<file path="config.mk">
export PLATFORM = sky130hd
export DESIGN_NAME = uart_rx_flat
export DESIGN_NICKNAME = d
export VERILOG_FILES = /design/src/rtl/uart_rx_if.sv /design/src/rtl/uart_rx.sv /design/src/flat_wrapper.sv
export SDC_FILE = /design/constraint.sdc
export NUM_CORES = 1
export LEC_CHECK = 0
export CORE_UTILIZATION = 45
export CTS_CLUSTER_SIZE = 8
export DETAILED_ROUTE_END_ITERATION = 12
export PLACE_DENSITY = 0.67
export SYNTH_ARGS = -nofsm -noshare
export SYNTH_HDL_FRONTEND = slang
export SYNTH_SLANG_ARGS = --single-unit
</file>
<file path="constraint.sdc">
create_clock -name clk -period 1.7 [get_ports clk]
set_clock_uncertainty 0.1 [all_clocks]
set_input_delay 0.34 -clock clk [delete_from_list [all_inputs] [get_ports clk]]
set_output_delay 0.34 -clock clk [all_outputs]
set_load 0.02 [all_outputs]
</file>
<file path="src/rtl/uart_rx_if.sv">
// Byte-side outputs of the 8N1 receiver: received byte, valid/frame-error strobes, busy.
// The receiver drives through the master modport; the consumer reads through the slave modport.
interface uart_rx_if;
  logic [7:0] o_data;
  logic       o_valid;
  logic       o_frame_err;
  logic       o_busy;

  modport master (output o_data, output o_valid, output o_frame_err, output o_busy);
  modport slave  (input  o_data, input  o_valid, input  o_frame_err, input  o_busy);
endinterface

</file>
<file path="src/rtl/uart_rx.sv">
// 8N1 UART receiver: o_valid/o_frame_err pulse one cycle after the mid-stop-bit sample
// (about BAUD/2 + 9*BAUD + 4 cycles after i_rx falls); no backpressure, every pulse is one cycle.
module uart_rx #(
  parameter int BAUD = 104  // clock cycles per bit
) (
  input  logic     clk,
  input  logic     rstn,
  input  logic     i_rx,
  uart_rx_if.master rx_out
);

  localparam int CW = $clog2(BAUD);
  localparam logic [CW-1:0] HALF_M1 = CW'(BAUD / 2 - 1);
  localparam logic [CW-1:0] FULL_M1 = CW'(BAUD - 1);

  typedef enum logic [3:0] {
    IDLE  = 4'b0001,
    START = 4'b0010,
    DATA  = 4'b0100,
    STOP  = 4'b1000
  } state_t;

  state_t          state_q, state_d;
  logic [1:0]      sync_q, sync_d;
  logic            prev_q, prev_d;
  logic [1:0]      settle_q, settle_d;
  logic [CW-1:0]   cnt_q, cnt_d;
  logic [2:0]      bitcnt_q, bitcnt_d;
  logic [7:0]      shreg_q, shreg_d;
  logic [7:0]      data_q, data_d;
  logic            valid_q, valid_d;
  logic            ferr_q, ferr_d;
  logic            rx_s;
  logic            fall;

  assign rx_s = sync_q[1];
  // The synchronizer's reset value is not a real line sample, so edges are only
  // trusted once three post-reset samples have flushed through; a line held low
  // across reset therefore cannot fake a start edge.
  assign fall = (settle_q == 2'd3) && prev_q && !rx_s;

  always_comb begin
    sync_d   = {sync_q[0], i_rx};
    prev_d   = rx_s;
    settle_d = (settle_q == 2'd3) ? settle_q : settle_q + 2'd1;
    state_d  = state_q;
    cnt_d    = cnt_q + 1'b1;
    bitcnt_d = bitcnt_q;
    shreg_d  = shreg_q;
    data_d   = data_q;
    valid_d  = 1'b0;
    ferr_d   = 1'b0;

    unique case (state_q)
      IDLE: begin
        cnt_d = '0;
        if (fall) state_d = START;
      end
      START: begin
        if (cnt_q == HALF_M1) begin
          cnt_d    = '0;
          bitcnt_d = '0;
          state_d  = rx_s ? IDLE : DATA;
        end
      end
      DATA: begin
        if (cnt_q == FULL_M1) begin
          cnt_d    = '0;
          shreg_d  = {rx_s, shreg_q[7:1]};
          bitcnt_d = bitcnt_q + 3'd1;
          if (bitcnt_q == 3'd7) state_d = STOP;
        end
      end
      STOP: begin
        // Leave at mid-stop-bit so a start edge right at the stop-bit end is caught.
        if (cnt_q == FULL_M1) begin
          cnt_d   = '0;
          state_d = IDLE;
          if (rx_s) begin
            valid_d = 1'b1;
            data_d  = shreg_q;
          end else begin
            ferr_d  = 1'b1;
          end
        end
      end
      default: begin
        state_d = IDLE;
        cnt_d   = '0;
      end
    endcase
  end

  always_ff @(posedge clk or negedge rstn) begin
    if (!rstn) begin
      state_q  <= IDLE;
      sync_q   <= 2'b11;
      prev_q   <= 1'b1;
      settle_q <= 2'd0;
      cnt_q    <= '0;
      bitcnt_q <= '0;
      shreg_q  <= '0;
      data_q   <= '0;
      valid_q  <= 1'b0;
      ferr_q   <= 1'b0;
    end else begin
      state_q  <= state_d;
      sync_q   <= sync_d;
      prev_q   <= prev_d;
      settle_q <= settle_d;
      cnt_q    <= cnt_d;
      bitcnt_q <= bitcnt_d;
      shreg_q  <= shreg_d;
      data_q   <= data_d;
      valid_q  <= valid_d;
      ferr_q   <= ferr_d;
    end
  end

  assign rx_out.o_data      = data_q;
  assign rx_out.o_valid     = valid_q;
  assign rx_out.o_frame_err = ferr_q;
  assign rx_out.o_busy      = (state_q != IDLE);

endmodule
</file>
<file path="src/flat_wrapper.sv">
// flat-port wrapper written by rule: the top's interface ports become plain ports
module uart_rx_flat 
#(
  parameter int BAUD = 104                         
)
  (clk, rstn, i_rx, rx_out_o_data, rx_out_o_valid, rx_out_o_frame_err, rx_out_o_busy);
  uart_rx_if rx_out_i ();
  input  logic clk;
  input  logic rstn;
  input  logic i_rx;
  output wire logic [$bits(rx_out_i.o_data)-1:0] rx_out_o_data;
  output wire logic [$bits(rx_out_i.o_valid)-1:0] rx_out_o_valid;
  output wire logic [$bits(rx_out_i.o_frame_err)-1:0] rx_out_o_frame_err;
  output wire logic [$bits(rx_out_i.o_busy)-1:0] rx_out_o_busy;
  assign rx_out_o_data = rx_out_i.o_data;
  assign rx_out_o_valid = rx_out_i.o_valid;
  assign rx_out_o_frame_err = rx_out_i.o_frame_err;
  assign rx_out_o_busy = rx_out_i.o_busy;
  uart_rx #(.BAUD(BAUD)) u_core (.clk(clk), .rstn(rstn), .i_rx(i_rx), .rx_out(rx_out_i));
endmodule
</file>
==> qor.yml, run 1 <==
final_hold_viol_count: 0
p_per_area_nw_per_um2: 1051
wire_per_inst_um: 15.43
end_kind: "register"
yosys_warnings: 0
rsz0062_at_grt: "yes"
cp_max_fo: 11
worstMarginPinSlew_ns: 0.4426
synth.net_count: 121
period_share: 1.131
start_util: 0.4810
finalSetupViolations: 26
num_vias: 1055
cap_violations: 0
grt_util_met1: 0.2253
design_area_sq_um: 2222
core_area_sq_um: 3416
final_core_util: 0.6505
cts.sinks: 37
cp-start-kind: "register"
cts_buffers: 5
cts_buffer_depth: 2
cts_max_level: 2
drt_wl_total_um: 3210
drive_gt1_frac: 0.5000
layout_common_cells: "dfrtp_1, buf_4, mux2_4, dlygate4sd2_1"
drc_errors: 0
crit_path_max_incr_delay_ns: 0.60
viasPerCell: 5.072
clk_pin_slew_ns: 0.11
postPlaceCellArea_sq_um: 2003
syn-cell-area_sq_um: 1643
port_buffers: 13
maxSlewHeadroom: 0.7049
critical_path_arrival_ns: 2.07
status: "finished, violations left"
use_met3: 0.03832
ios: 14
placed_cells: 193
period_minus_slack_ns: 1.923
ys_ff_latch: 37
cts_tree: "built"
grt_max_degree: 23
dr.pass1.iters: 4
nets: 168
slew_violations: 0
use_met2: 0.2690
die_h_um: 62.42
synthToLayoutAreaGrowth_pct: 35.26
top_usage_layer: "met2"
peakVddDrop_mv: 0.5569
cpMaxStageDelayCell: "or4b_4"
antenna_found_initial: 0
rows: 21
regToRegSetupSlack_ns: -0.22
drtIter0Drc: 35
grtUsageTotal: 0.1733
diodes: 0
synth_cell_type_count: 34
grt_pass1_vias: 1071
dieArea_sq_um: 3896
worstSkewPairLatency_ns: 0.35
path_class: "reg -> reg"
hpwl_um: 2018
violations: "negative setup slack"
gp_routability_congestion: 0.8018
fin_cells: 208
leakage_nw: 1.063
ant_nets: 0
final_common_cell: "dfrtp_1"
avgSynthCellArea_sq_um: 14.41
clock.fmax_mhz: 520.0
path_cells: "or4b_4 -> nor3_4 -> buf_12 -> mux2_4"
die_w_um: 62.42
cp.required_ns: 1.85
cts_root_buf: "clkbuf_4"
fin_ws_ns: -0.2232
min_path_type: "reg -> reg"
grt_pass1_wl_um: 5106
syn_inst: 114
grt-ovfl-total: 0
dp_slack_ns: -0.2066
num-fill-cells: 262
yosysSeqAreaShare: 0.5666
[area by class of cell]
class	count	area [sq um]	share of cell area
Sequential cell	37	934.6	0.4206
Multi-Input combinational cell	74	783.3	0.3525
Timing Repair Buffer	40	359.1	0.1616
Tap cell	46	57.56	0.02590
Clock buffer	6	41.29	0.01858
Clock inverter	2	35.03	0.01577
Inverter	3	11.26	0.005068
[layer usage]
| layer | up-vias | part of all wire |
|---|---|---|
| met2 | 19 | 0.49 |
| li1 | 507 | - |
| met4 | 0 | 0.022 |
| met3 | 8 | 0.028 |
| met5 | - | 0 |
| met1 | 521 | 0.46 |
[worst max-delay path: cells and delay by family, from the launching register on]
family / cells / cell delay [ns]
muxes: 1 / 0.31
buffers and inverters: 1 / 0.17
and+or+nand+nor: 2 / 0.78
DFF: 1 / 0.46
[power by group]
group / leakage [nW] / total (mW) / switching [mW] / internal (mW)
clock network: 0.0422 / 0.605 / 0.297 / 0.308
logic: 0.535 / 0.720 / 0.324 / 0.396
registers: 0.486 / 1.01 / 0.0648 / 0.946
[state kept, by name (all words and copies together), names as in the netlist, 2 cells and up]
name	flops
u_core.sync_q	2
u_core.cnt_q	7
u_core.shreg_q	8
u_core.state_q	4
u_core.bitcnt_q	3
u_core.settle_q	2
u_core.rx_out.o_data	8
[what timing repair did]
| item | in CTS | in global routing |
|---|---|---|
| buffers inserted | 1 | 4 |
| endpoints found under the setup margin | 32 | 30 |
| cloned | 0 | 1 |
| gates resized for setup | 25 | 13 |
| pin swaps | 0 | 8 |
| hold buffers | 1 | 0 |
| endpoints found under the hold margin | 12 | 0 |
[metrics by stage]
step | hold WS [ns] | power (mW) | setup TNS, ns
floorplan | -0.05559 | 1.324 | -1.027
global placement | 0.1954 | 1.536 | -2.019
detailed placement | 0.2043 | 1.560 | -2.605
CTS | 0.2682 | 2.266 | -4.040
global route | 0.2730 | 2.450 | -4.520
finish | 0.2659 | 2.337 | -3.084
[synth_stat cells (all sizes together)]
library cell,count,share of area
a2bb2oi,1,0.0091
o211ai,1,0.0046
o21ai,3,0.0091
nand3b,1,0.0046
nor4b,3,0.020
a31o,1,0.011
nand3,4,0.020
inv,3,0.0069
ha,4,0.030
buf,1,0.0069
nor2,11,0.030
o2111ai,1,0.016
nor3,1,0.0099
xor2,2,0.011
nand4bb,1,0.0099
o21a,1,0.0046
a21oi,1,0.0030
or4b,2,0.014
nand2,7,0.016
nor2b,1,0.0038
xnor2,4,0.021
a22o,2,0.011
dfstp,4,0.064
and4bb,1,0.0076
o41ai,1,0.0053
mux2,19,0.15
dfrtp,33,0.50
[path summary, 6_finish.rpt]
path                                    from           endpoint  depth (start not counted)
max                        u_core.state_q[1]  u_core.shreg_q[3]                          4
min                         u_core.sync_q[0]   u_core.sync_q[1]                          0
max reg2reg                u_core.state_q[1]  u_core.shreg_q[3]                          4
min reg2reg                 u_core.sync_q[0]   u_core.sync_q[1]                          0
max in group asynchronous               rstn      u_core.prev_q                          3
min in group asynchronous               rstn  u_core.state_q[2]                          2
[cells by family (layout without fill, tap and decap cells)]
| logic type | count (synthesis) | in the layout | share of synthesized area |
|---|---|---|---|
| AO/OA/AOI/OAI | 12 | 12 | 0.07312 |
| XOR/XNOR | 6 | 6 | 0.03199 |
| adder cells (fa/ha/maj) | 4 | 4 | 0.03047 |
| buffers and inverters | 4 | 51 | 0.01371 |
| flip-flops | 37 | 37 | 0.5666 |
| multiplexers | 19 | 19 | 0.1485 |
| AND/OR/NAND/NOR | 32 | 33 | 0.1356 |
Note: power is estimated with default switching activity, not from simulation.
==> run 2: changes to the inputs <==
--- a/config.mk
+++ b/config.mk
@@ -7,2 +7,4 @@
 export LEC_CHECK = 0
+export CAP_MARGIN = 15
+export CORE_ASPECT_RATIO = 1.4
 export CORE_UTILIZATION = 45
--- a/constraint.sdc
+++ b/constraint.sdc
@@ -4,2 +4,2 @@
 set_output_delay 0.34 -clock clk [all_outputs]
-set_load 0.02 [all_outputs]
+set_load 0.005 [all_outputs]
==> run 2 against run 1 <==
Cell count down 2.4%. The flow still finishes with violations (negative setup slack). Wire length down 3.4%. Power down 1.6%. Worst setup slack worse by 0.035 ns. Highest routed layer unchanged. Critical path type unchanged. Critical path depth up 1. Global-route usage up 2.0 points.
==> qor.yml, run 2 (synthesized netlist as in run 1, its figures left out) <==
grt_max_degree: 26
p_per_area_nw_per_um2: 1032
clock.fmax_mhz: 510.5
r2r-start: "u_core.state_q[3]"
fin_cells: 203
cap_violations: 0
internal-power_mw: 1.620
maxSlewHeadroom: 0.7001
drt_wl_total_um: 3101
diodes: 0
fin_ws_ns: -0.2587
drtIter0Drc: 19
peakVddDrop_mv: 1.059
grt_pass1_wl_um: 5368
hpwl_um: 2103
rows: 25
cp.required_ns: 1.76
worstSkewPairLatency_ns: 0.29
cp_max_fo: 4
dieArea_sq_um: 3900
cts_buffers: 5
seqCellArea_sq_um: 930.9
cts.sinks: 37
swShare: 0.2953
leakage_nw: 1.023
synthToLayoutAreaGrowth_pct: 35.57
power_frac_seq: 0.430
num-fill-cells: 257
dr.pass1.iters: 4
layout_common_cells: "dfrtp_1, buf_4, clkdlybuf4s50_1, mux2_4, mux2_2"
worstMarginPinSlew_ns: 0.4437
period_minus_slack_ns: 1.959
ant_nets: 0
multiInputGateArea_sq_um: 787.0
slew_violations: 0
core_area_sq_um: 3441
cts_root_buf: "clkbuf_8"
wire_per_inst_um: 15.28
finalSetupViolations: 29
hold_buffers: 0
regToRegSetupSlack_ns: -0.26
nets: 169
die_h_um: 73.49
cts_buffer_depth: 2
power.switching_mw: 0.6788
cp-start-kind: "register"
rsz0062_at_grt: "yes"
end_kind: "register"
grt-ovfl-total: 0
start_util: 0.4775
cts_max_level: 2
ios: 14
gp_routability_congestion: 0.7594
viasPerCell: 5.310
finalSetupTns_ns: -3.328
startpoint: "u_core.state_q[3]"
antenna_found_initial: 0
drive_gt1_frac: 0.4969
min_path_type: "in -> async"
period_share: 1.152
drc_errors: 0
violations: "negative setup slack"
final_common_cell: "dfrtp_1"
path_class: "reg -> reg"
critical_path_arrival_ns: 2.02
total_power_mw: 2.299
num_vias: 1078
cts_tree: "built"
clk_pin_slew_ns: 0.07
placed_cells: 187
grt_pass1_vias: 1172
die_w_um: 53.07
p_clk_frac: 0.252
status: "finished, violations left"
grtUsageTotal: 0.1932
port_buffers: 13
final_hold_viol_count: 0
power_frac_comb: 0.318
==> run 2: routing by layer <==
metal / wire length (um) / share of wire / GRT usage
met1: 1284 / 0.41 / 0.2086
met5: 0 / 0 / 0
met3: 97 / 0.031 / 0.05176
met4: 62 / 0.020 / 0.08772
met2: 1657 / 0.53 / 0.3418
==> run 2: critical path: stages, from the launching register on <==
cell,delay [ns]
dfrtp_1,0.39
buf_4,0.14
or4b_4,0.54
a31o_4,0.26
o2111ai_4,0.10
mux2_4,0.32
==> run 2: final cells by class <==
cell class              instances  share of cell area
flip-flops and latches         37              0.4180
multi-input cells              74              0.3534
repair buffers                 41              0.1624
clock buffers                   5             0.03090
well taps                      40             0.02247
clock inverters                 3            0.007865
inverters                       3            0.005056
==> run 2: per-stage QoR <==
stage,utilization,setup WS (ns),cell area [sq um],hold slack (ns)
after floorplan,-,-0.1311,1649,-0.05559
after global placement,0.5742,-0.1533,1976,0.2459
after detailed placement,0.5742,-0.1704,1976,0.2495
after CTS,0.6258,-0.2521,2153,0.1437
after global routing,0.6473,-0.3167,2227,0.1405
final,0.6473,-0.2587,2227,0.1488
==> run 2: path summary, 6_finish.rpt <==
check / end / cells past startpoint
min in group clk: u_core.sync_q[1] / 0
max in group asynchronous: u_core.rx_out.o_frame_err / 2
worst min-delay path: u_core.settle_q[1] / 1
worst max register to register: u_core.state_q[2] / 5
worst min register to register: u_core.sync_q[1] / 0
worst max-delay path: u_core.state_q[2] / 5
==> run 2: what timing repair did <==
action | in CTS | in global routing
gates cloned | 1 | 0
setup buffers | 4 | 4
pin swaps | 8 | 4
resized for setup | 15 | 12
endpoints found under the setup margin | 28 | 31
==> run 2: power by group through the flow <==
| stage | sequential, mW | combinational [mW] | clock (mW) |
|---|---|---|---|
| final | 0.989 | 0.731 | 0.578 |
| after floorplan | 1.01 | 0.300 | 0 |
| after CTS | 0.984 | 0.651 | 0.601 |
| after global placement | 0.995 | 0.522 | 0 |
| after global routing | 0.994 | 0.776 | 0.647 |
| after detailed placement | 1.00 | 0.539 | 0 |
==> run 3: changes to the inputs <==
CORE_UTILIZATION = 50   (was 45)
PLACE_DENSITY = 0.73   (was 0.67)
==> run 3 against run 2 <==
Cell count rose by 2.0%. Critical path type unchanged. Highest routed layer unchanged. Core utilization rose by 7.6 points. Clock power rose by 30%. The flow still finishes with violations (negative setup slack). Worst setup slack better by 0.10 ns.
==> qor.yml, run 3 (synthesized netlist as in run 1, its figures left out) <==
crit_path_max_incr_delay_ns: 0.59
route.met2.wl_um: 1741
end_kind: "register"
drt_wl_total_um: 3031
leakage_nw: 1.061
p_per_area_nw_per_um2: 1146
cp_max_fo: 4
cts_root_buf: "clkbuf_8"
status: "finished, violations left"
wire_per_inst_um: 14.64
grt-ovfl-total: 0
grtUsageTotal: 0.2051
critical_path_arrival_ns: 1.92
core_area_sq_um: 3123
rsz0062_at_grt: "yes"
layout_common_cells: "dfrtp_1, buf_4, clkdlybuf4s50_1, nor2_1, mux2_4"
final_common_cell: "dfrtp_1"
period_minus_slack_ns: 1.854
total_power_mw: 2.588
period_share: 1.091
gp_routability_congestion: 0.8668
cap_violations: 0
rows: 24
die_h_um: 69.82
wl_met3_um: 84
ios: 14
slew_violations: 0
viasPerCell: 5.222
maxSlewHeadroom: 0.7186
drtIter0Drc: 13
antenna_found_initial: 0
synthToLayoutAreaGrowth_pct: 37.47
drc_errors: 0
dp_slack_ns: -0.1436
cts.sinks: 37
finalSetupViolations: 26
hpwl_um: 2151
min_path_type: "reg -> reg"
port_buffers: 13
routed.top_layer: "met4"
grt_pass1_vias: 1184
cp.required_ns: 1.77
path_class: "reg -> reg"
cts_tree: "built"
cts_buffers: 5
worstSkewPairLatency_ns: 0.28
dr.pass1.iters: 4
start_util: 0.5260
dieArea_sq_um: 3522
die_w_um: 50.45
worstMarginPinSlew_ns: 0.4163
cp-start-kind: "register"
cts_buffer_depth: 2
cpMaxStageDelayCell: "or4b_4"
num-fill-cells: 220
clk_pin_slew_ns: 0.07
nets: 174
drive_gt1_frac: 0.4940
placed_cells: 193
final_hold_viol_count: 0
grt_pass1_wl_um: 5216
path_cells: "or4b_4 -> buf_6 -> o2111ai_4 -> mux2_4"
fin_cells: 207
diodes: 0
final_core_util: 0.7232
clock.fmax_mhz: 539.3
finalSetupTns_ns: -2.040
fin_ws_ns: -0.1544
violations: "negative setup slack"
ant_nets: 0
grt_max_degree: 23
cts_max_level: 2
met1_length_um: 1118
peakVddDrop_mv: 1.422
num_vias: 1081
run 3: changes by cell type in the layout (fill, tap and decap cells not counted), moves of 2 or more:
cell      previous run  this run
nor2_1               8        10
clkinv_2             2         0
buf_4               21        30
buf_6                7         3
nor2_2               2         0
run 3: what timing repair did:
item | 4_1_cts | 5_1_grt
resized for setup | 16 | 4
pin swaps | 5 | 5
hold buffers | 0 | 0
endpoints found under the setup margin | 29 | 31
buffers inserted | 8 | 0
run 3: cell type report:
class	count	area [sq um]	share of cell area
clock buffers	7	86.33	0.03823
clock inverters	1	30.03	0.01330
inverters	3	11.26	0.004986
multi-input cells	73	747.0	0.3307
flip-flops and latches	37	930.9	0.4122
well taps	39	48.80	0.02161
repair buffers	47	404.1	0.1789
run 3: per-stage QoR:
step           hold WS, ns  area (sq um)
6_report            0.2554          2258
5_1_grt             0.2594          2258
4_1_cts             0.2541          2250
3_5_place_dp        0.2516          2039
3_3_place_gp        0.2522          2039
2_1_floorplan     -0.05559          1649
run 3: power by group:
group | total (mW) | switching, mW | internal [mW]
clock | 0.752 | 0.274 | 0.478
sequential | 0.983 | 0.0392 | 0.944
combinational | 0.854 | 0.367 | 0.487
run 3: final timing paths:
kind                                    from                  to  slack [ns]  cells after the start
min reg2reg                 u_core.sync_q[0]    u_core.sync_q[1]        0.26                      0
max in group asynchronous               rstn    u_core.sync_q[0]        0.94                      2
min in group asynchronous               rstn  u_core.settle_q[1]        0.31                      2
max                        u_core.state_q[0]   u_core.state_q[2]       -0.15                      4
min                         u_core.sync_q[0]    u_core.sync_q[1]        0.26                      0
max reg2reg                u_core.state_q[0]   u_core.state_q[2]       -0.15                      4
run 3: routing by layer:
metal,vias to the layer above,track usage
met2,19,0.3600
li1,511,-
met3,11,0.05921
met4,0,0.1049
met5,-,0
met1,540,0.2149
run 3: worst max-delay path: cells and delay by family (launching register included):
family                 cells  cell delay (ns)
AOI/OAI and AO/OA          1             0.20
buffers and inverters      1             0.16
DFF                        1             0.39
muxes                      1             0.32
and+or+nand+nor            1             0.59
